===== config.mk =====
export PLATFORM = sky130hd
export DESIGN_NAME = fetch_seq_ctrl
export DESIGN_NICKNAME = d
export VERILOG_FILES = /design/src/rtl/fetch_seq_ctrl_pkg.sv /design/src/rtl/fetch_redirect_arb.sv /design/src/rtl/fetch_seq_ctrl.sv
export SDC_FILE = /design/constraint.sdc
export NUM_CORES = 1
export LEC_CHECK = 0
export ABC_CLOCK_PERIOD_IN_PS = 4300
export CORE_ASPECT_RATIO = 0.8
export CORE_MARGIN = 8
export CORE_UTILIZATION = 32
export CTS_BUF_LIST = sky130_fd_sc_hd__clkbuf_4 sky130_fd_sc_hd__clkbuf_8 sky130_fd_sc_hd__clkbuf_16
export CTS_CLUSTER_SIZE = 16
export DETAILED_ROUTE_END_ITERATION = 6
export GPL_TIMING_DRIVEN = 0
export PLACE_DENSITY = 0.86
export SLEW_MARGIN = 20
export SYNTH_ARGS = -nofsm -noshare
export SYNTH_HDL_FRONTEND = slang
export SYNTH_SLANG_ARGS = --single-unit

===== constraint.sdc =====
create_clock -name clk -period 4.3 [get_ports clk]
set_input_delay 0.86 -clock clk [delete_from_list [all_inputs] [get_ports clk]]
set_output_delay 0.86 -clock clk [all_outputs]
set_load 0.01 [all_outputs]

===== src/rtl/fetch_seq_ctrl_pkg.sv =====
// Shared types and defaults for the fetch sequencing controller.
// Holds the sequencer state enum, redirect source indices and parameter defaults.
package fetch_seq_ctrl_pkg;

  typedef enum logic [1:0] {
    RUN    = 2'd0,
    FLUSH  = 2'd1,
    DRAIN  = 2'd2,
    SWITCH = 2'd3
  } fetch_seq_state_t;

  // Redirect source indices double as redirect_ack bit positions and priority order.
  localparam int SRC_COMMIT = 0;
  localparam int SRC_EXEC   = 1;
  localparam int SRC_DEC    = 2;

  localparam int FLUSH_CYCLES_DEF = 2;
  localparam int MAX_INFLIGHT_DEF = 4;

endpackage


===== src/rtl/fetch_redirect_arb.sv =====
// Three-way fixed-priority redirect select (commit > exec > dec), purely combinational.
// Zero latency; losers receive no ack and are expected to hold their request.
module fetch_redirect_arb
  import fetch_seq_ctrl_pkg::*;
#(
  parameter int size = 32
) (
  input  logic            i_commit_vld,
  input  logic [size-1:0] i_commit_pc,
  input  logic            i_exec_vld,
  input  logic [size-1:0] i_exec_pc,
  input  logic            i_dec_vld,
  input  logic [size-1:0] i_dec_pc,
  output logic            o_mispred,
  output logic [size-1:0] o_pc,
  output logic [2:0]      o_ack
);

  always_comb begin
    o_mispred = 1'b0;
    o_pc      = '0;
    o_ack     = 3'b000;
    if (i_commit_vld) begin
      o_mispred         = 1'b1;
      o_pc              = i_commit_pc;
      o_ack[SRC_COMMIT] = 1'b1;
    end else if (i_exec_vld) begin
      o_mispred       = 1'b1;
      o_pc            = i_exec_pc;
      o_ack[SRC_EXEC] = 1'b1;
    end else if (i_dec_vld) begin
      o_mispred      = 1'b1;
      o_pc           = i_dec_pc;
      o_ack[SRC_DEC] = 1'b1;
    end
  end

endmodule


===== src/rtl/fetch_seq_ctrl.sv =====
// Fetch sequencer: redirect arbitration, post-redirect flush, in-flight throttling and
// drained fetch-width switching. Optional counters enabled by FETCH_SEQ_STATS_EN.
module fetch_seq_ctrl
  import fetch_seq_ctrl_pkg::*;
#(
  parameter int   size           = 32,
  parameter int   FLUSH_CYCLES   = FLUSH_CYCLES_DEF,
  parameter int   MAX_INFLIGHT   = MAX_INFLIGHT_DEF,
  parameter logic PARALLEL_RESET = 1'b0
) (
  input  logic            clk,
  input  logic            reset,
  input  logic            commit_redirect_valid,
  input  logic [size-1:0] commit_redirect_pc,
  input  logic            exec_redirect_valid,
  input  logic [size-1:0] exec_redirect_pc,
  input  logic            dec_redirect_valid,
  input  logic [size-1:0] dec_redirect_pc,
  output logic [2:0]      redirect_ack,
  input  logic            fetch_ready,
  input  logic            fetch_retire,
  input  logic            mode_req_valid,
  input  logic            mode_req_parallel,
  output logic            mode_ack,
  output logic            mode_busy,
  output logic            misprediction,
  output logic [size-1:0] correct_pc,
  output logic            buble,
  output logic            parallel_mode,
  output logic            flush_fetch,
`ifdef FETCH_SEQ_STATS_EN
  output logic [31:0]     redirect_count,
  output logic [31:0]     stall_count,
`endif
  output logic [3:0]      inflight
);

  fetch_seq_state_t r_state;
  logic [2:0]       r_cnt;
  logic [3:0]       r_inflight;
  logic             r_pend;
  logic             r_pend_val;
  logic             r_parallel;
  logic             r_mode_ack;
  logic             r_flush;

  logic             w_mis;
  logic [size-1:0]  w_pc;
  logic [2:0]       w_ack;
  logic             w_stall;
  logic             w_buble;
  logic             w_issue;
  logic             w_retire;
  logic             w_mode_take;
  logic             w_mode_same;
  logic             w_mode_latch;
  logic             w_pend_next;

  fetch_redirect_arb #(.size(size)) u_arb (
    .i_commit_vld (commit_redirect_valid),
    .i_commit_pc  (commit_redirect_pc),
    .i_exec_vld   (exec_redirect_valid),
    .i_exec_pc    (exec_redirect_pc),
    .i_dec_vld    (dec_redirect_valid),
    .i_dec_pc     (dec_redirect_pc),
    .o_mispred    (w_mis),
    .o_pc         (w_pc),
    .o_ack        (w_ack)
  );

  // A redirect always lifts the PC hold so the new target is taken immediately.
  assign w_stall  = !fetch_ready || (r_inflight == 4'(MAX_INFLIGHT)) ||
                    (r_state == DRAIN) || (r_state == SWITCH);
  assign w_buble  = w_stall && !w_mis;
  assign w_issue  = !w_buble && !w_mis && ((r_state == RUN) || (r_state == FLUSH));
  assign w_retire = fetch_retire && (r_inflight != 4'd0);

  // Requests are only taken in RUN/FLUSH; a same-width request in RUN is a no-op ack.
  assign w_mode_take  = mode_req_valid && !r_pend && ((r_state == RUN) || (r_state == FLUSH));
  assign w_mode_same  = w_mode_take && (r_state == RUN) && (mode_req_parallel == r_parallel);
  assign w_mode_latch = w_mode_take && !w_mode_same;
  assign w_pend_next  = r_pend || w_mode_latch;

  always_ff @(posedge clk or negedge reset) begin
    if (!reset) begin
      r_state    <= RUN;
      r_cnt      <= 3'd0;
      r_inflight <= 4'd0;
      r_pend     <= 1'b0;
      r_pend_val <= 1'b0;
      r_parallel <= PARALLEL_RESET;
      r_mode_ack <= 1'b0;
      r_flush    <= 1'b0;
    end else begin
      r_mode_ack <= w_mode_same;
      if (w_mode_latch) begin
        r_pend     <= 1'b1;
        r_pend_val <= mode_req_parallel;
      end

      if (w_mis) begin
        r_inflight <= 4'd0;
      end else if (w_issue && !w_retire) begin
        r_inflight <= r_inflight + 4'd1;
      end else if (!w_issue && w_retire) begin
        r_inflight <= r_inflight - 4'd1;
      end

      if (w_mis) begin
        r_state <= FLUSH;
        r_cnt   <= 3'(FLUSH_CYCLES);
        r_flush <= 1'b1;
      end else begin
        case (r_state)
          RUN: begin
            if (w_mode_latch) r_state <= DRAIN;
          end
          FLUSH: begin
            r_cnt <= r_cnt - 3'd1;
            if (r_cnt <= 3'd1) begin
              r_state <= w_pend_next ? DRAIN : RUN;
              r_flush <= 1'b0;
            end
          end
          DRAIN: begin
            if (r_inflight == 4'd0) r_state <= SWITCH;
          end
          SWITCH: begin
            r_parallel <= r_pend_val;
            r_pend     <= 1'b0;
            r_mode_ack <= 1'b1;
            r_state    <= RUN;
          end
          default: r_state <= RUN;
        endcase
      end
    end
  end

`ifdef FETCH_SEQ_STATS_EN
  logic [31:0] r_redirect_count;
  logic [31:0] r_stall_count;

  always_ff @(posedge clk or negedge reset) begin
    if (!reset) begin
      r_redirect_count <= 32'd0;
      r_stall_count    <= 32'd0;
    end else begin
      if (w_mis)   r_redirect_count <= r_redirect_count + 32'd1;
      if (w_buble) r_stall_count    <= r_stall_count + 32'd1;
    end
  end

  assign redirect_count = r_redirect_count;
  assign stall_count    = r_stall_count;
`endif

  assign redirect_ack  = w_ack;
  assign misprediction = w_mis;
  assign correct_pc    = w_pc;
  assign buble         = w_buble;
  assign mode_ack      = r_mode_ack;
  assign mode_busy     = r_pend;
  assign parallel_mode = r_parallel;
  assign flush_fetch   = r_flush;
  assign inflight      = r_inflight;

endmodule


Word level (Yosys, flattened, before mapping)
Index checks and enable logic that the tools add are counted.
W data, S select, Z words.
- output and inout port bits: 45
- register bits: 14
- word-level logic and storage cells: 82
- bits of input ports: 105
- reductions and logical operators: 32
- $add $sub $neg: 3
- bitwise gates (word level): 1
- magnitude comparators: 1
- mux-type cells: 29
- equality and inequality tests: 8
- operators by type and width (operator ; number):
    $mux W32 ; 3
    $mux W1 ; 14
    $mux W2 ; 6
    $mux W4 ; 3
    $logic_and A1 B1 Y1 ; 11
    $pmux W2 S4 ; 1
    $logic_not A1 Y1 ; 7
    $mux W3 ; 2
    $ne A3 B2 Y1 const B ; 2
    $logic_or A1 B1 Y1 ; 5
    $add A4 B1 Y4 const B ; 1
    $eq A2 B2 Y1 const B ; 2
    $eq A4 B3 Y1 const B ; 1
    $logic_not A4 Y1 ; 1
    $reduce_and A2 Y1 ; 2
    $reduce_bool A2 Y1 ; 2
    $reduce_bool A4 Y1 ; 1
    $sub A4 B1 Y4 const B ; 1
    $le A3 B1 Y1 const B ; 1
    $ne A3 B3 Y1 const B ; 1
    $reduce_and A3 Y1 ; 1
    $reduce_bool A3 Y1 ; 1
    $sub A3 B1 Y3 const B ; 1
    $eq A2 B1 Y1 const B ; 1
    other kinds (3) ; 3

Logic depth before layout (Yosys ltp)
- depth in word-level cells: 13
- gate-level depth with buffers: 9
- depth with buffers taken out: 8

By module
Synthesis repeated with hierarchy kept, for this count alone.
- cells, all modules: 238
- area total of the unflattened synthesis: 2114.5 µm²
- by module, submodules not included (module ; seq. area each (µm²) ; area each (µm²) ; times used ; cells each):
    fetch_redirect_arb ; 0.0 ; 1223.7 ; 1 ; 150
    fetch_seq_ctrl ; 350.3 ; 890.9 ; 1 ; 88

Worst setup path after synthesis
No wires, ideal clock.
- path kind: input to output
- from: input port exec_redirect_valid
- to: output port correct_pc[0]
- setup slack: 1515 ps
- cell stages on the path: 5
- path buffers: 2
- data required time: 3440 ps
- arrival: 1925 ps
- cells stage by stage: clkbuf_1 -> nor2b_1 -> clkbuf_1 -> a22oi_1 -> o21ai_0
- word-level cells in the longest chain between the ends: 2
- ends and longest elaborated chain (item ; RTL line ; source):
    start, declared ; fetch_seq_ctrl.sv:15 ; input logic exec_redirect_valid,
    $mux W32 ; fetch_redirect_arb.sv:27 ; end else if (i_exec_vld) begin
    $mux W32 ; fetch_redirect_arb.sv:23 ; if (i_commit_vld) begin
    end, declared ; fetch_seq_ctrl.sv:27 ; output logic [size-1:0] correct_pc,
No other way between the ends.

Final worst setup path
- from: input port dec_redirect_valid
- to: output port correct_pc[31]
- word-level cells in the longest chain between the ends: 3
- ends and longest elaborated chain (item ; RTL line ; source):
    start, declared ; fetch_seq_ctrl.sv:17 ; input logic dec_redirect_valid,
    $mux W32 ; fetch_redirect_arb.sv:31 ; end else if (i_dec_vld) begin
    $mux W32 ; fetch_redirect_arb.sv:27 ;
    $mux W32 ; fetch_redirect_arb.sv:23 ;
No other way between the ends.

==> summary.txt <==
Status
  • Status: finished, final reports clean

Timing
  • Slew Viols, Final: 0
  • Slew @ Worst Pin: around 0.62 ns
  • Share of the clock period used by the worst path after layout: 0.915
  • RSZ-0062 raised after global routing: no
  • Setup TNS: 0 ns
  • Setup Viol. Count Final: 0
  • Max Freq: ~250 MHz
  • Skew final: ~0.00036 ns
  • Min Tclk post-route: between 3 and 4 ns
  • Final hold vios: 0
  • Worst slew margin: 0.583

Place
  • Final Wtd Congestion: roughly 0.8
  • Post-Place Cell Area: between 3000 and 4000 sq um
  • PortBufs: around 150
  • Detail Placement HPWL: ~6300 um

Yosys
  • Yosys warns: 0
  • Library cells used by synthesis: 39
  • Synthesized cell area: 1470 sq um
  • EDFF count, synth: 0
  • FFs w/ async S/R, synth: 1.00
  • Primary FF master, synth: dfrtp_1
  • Synth Register Bits: 14
  • Cells after Synth: slightly above 200
  • Syn Area/Cell: a little over 7 sq um
  • Post-synthesis sequential area ratio: 0.238
  • Syn_nets: 317

Setup path
  • Crit path launch: dec_redirect_valid
  • Kind of critical path: input port to primary output
  • Crit path arrival time: 3.07 ns
  • Setup crit end kind: primary output
  • CP Max Fanout: 10
  • Worst EP required: roughly 3.4 ns
  • Reg-to-reg startpoint: inflight[1]$_DFFE_PN0P_
  • Worst setup SP type: input port

Global route
  • GRT Total Usage: 0.197
  • GRT overflow: 0
  • Largest net degree at the start of global routing: 15
  • First-pass GRT wire length: 11300 um
  • Number of global-route vias before repair: 2140
  • Initial antenna violation count: 0

Routing
  • Vias: 2134
  • Wire length per cell: between 15 and 20 um
  • Drt via density: 5.09
  • Total iterations of the first detailed-routing run: 4
  • Antenna-violating nets left: 0
  • DRC: 0
  • Final wirelength: between 7000 and 8000 um
  • Violation count after the first detailed-route iteration: 83

CTS
  • # hold bufs at CTS: 0
  • Post_cts resized: 0
  • CTS clock-pin slew for the worst setup and hold paths: approximately 0.060 ns
  • Clock Path Buffers: 2
  • Clock sink count: 14
  • Post-CTS Setup Bufs: 0
  • CTS Root Cell: clkbuf_8
  • Worst-Skew Late Latency: 0.24 ns
  • Num CTS Buffers: 3
  • CTS tree: built
  • H-tree depth: 1

Power
  • PwrDens: ~180 nW/um^2
  • Leakage: between 1 and 1.5 nW
  • Peak VDD IR: about 180 uV

Floorplanning
  • Std-Cell Core Area: 4510 sq um
  • Die width: ~90 um
  • Die height: approximately 77 um
  • # rows: 22
  • Initial core utilization: 0.326
  • Full die area: between 7000 and 8000 sq um
  • I/O pins: 150

Final layout
  • Nets: between 400 and 500
  • Commonest non-fill, non-tap cell in the layout: clkdlybuf4s50_1
  • Area Growth Syn to Fin: 110%
  • Final non-filler cell area: between 3000 and 4000 sq um
  • Ant. Diodes: 0
  • Most frequent cells in the layout: clkdlybuf4s50_1 (148), nand2_1 (40), o21ai_0 (36), a22oi_1 (31)
  • Layout cells sized above 1: 0.0390

Worst hold path
  • Worst min path class: flop to flop
  • HP Start: r_pend_val$_DFFE_PN0P_

Run
  • Max cap viols: 0
power by group:
| part | internal, mW | switching [mW] | total (mW) |
|---|---|---|---|
| sequential | 0.140 | 0.00668 | 0.146 |
| clock | 0.0809 | 0.0432 | 0.124 |
| combinational | 0.171 | 0.102 | 0.273 |
| total | 0.392 | 0.152 | 0.544 |
Yosys cell counts (2+ instances only):
cell type	n	area, sq um
nand2_1	40	150
o21ai_0	36	180
a22oi_1	31	233
clkbuf_1	14	52.6
dfrtp_1	14	350
nor2_1	9	33.8
inv_1	7	26.3
a21oi_1	6	30.0
nor3_1	5	25.0
ha_1	4	50.1
nand3_1	3	15.0
nor2b_1	3	18.8
xnor2_1	3	26.3
a21o_1	2	15.0
and3_1	2	12.5
mux2_2	2	22.5
nand3b_1	2	15.0
nor3b_1	2	15.0
o21a_1	2	15.0
per-layer routing:
metal | share of wire | vias to the layer above | global-route usage
met5 | 0 | - | 0
met4 | 0.011 | 0 | 0.0289
met3 | 0.11 | 6 | 0.0856
met2 | 0.52 | 99 | 0.361
met1 | 0.36 | 970 | 0.206
li1 | - | 1059 | -
per-stage QoR:
step           hold slack (ns)   util  std cells  total power [mW]  worst slack, ns
3_3_place_gp             0.484  0.671        415             0.418            0.378
3_5_place_dp             0.499  0.671        415             0.423            0.357
6_report                 0.508  0.683        419             0.544            0.366
2_1_floorplan            0.475      -        207             0.244             1.52
4_1_cts                  0.511  0.683        419             0.549            0.350
5_1_grt                  0.538  0.683        419             0.577            0.217
cells by family after synthesis:
kind of cell	count (synthesis)	share of synthesized area
muxes	3	0.0221
buffers and inverters	25	0.0714
AOI/OAI and AO/OA	83	0.361
adders and majority gates	5	0.0476
xor gates and xnor gates	4	0.0238
and+or+nand+nor	73	0.236
DFF	14	0.238
final timing paths:
path | end | slack (ns) | depth (start not counted)
max in group asynchronous | inflight[0]$_DFFE_PN0P_ | 2.89 | 1
min in group asynchronous | flush_fetch$_DFFE_PN0P_ | 1.01 | 1
max | correct_pc[31] | 0.37 | 6
min | r_pend_val$_DFFE_PN0P_ | 0.51 | 1
min reg2reg | r_pend_val$_DFFE_PN0P_ | 0.51 | 1
max reg2reg | inflight[3]$_DFFE_PN0P_ | 1.56 | 9
cell type report:
cell class,count,area [sq um]
tap,60,75.1
sequential,14,350
clock buffer,4,55.1
fill,384,1430
multi-input combinational,168,1020
inverter,8,30.0
timing repair buffer,148,1480
buffer,17,75.1
state kept, by name, summed over array words and instances, names as in the netlist:
signal / flops
mode_ack: 1
r_pend_val: 1
inflight: 4
flush_fetch: 1
mode_busy: 1
r_cnt: 3
parallel_mode: 1
r_state: 2
critical path, stage by stage:
cell and delay (ns):
clkdlybuf4s50_1 0.55, nor2b_1 0.30, clkbuf_1 0.41, a22oi_1 0.13
o21ai_0 0.23, clkdlybuf4s50_1 0.60
No activity file was read; power rests on OpenSTA's default activity.
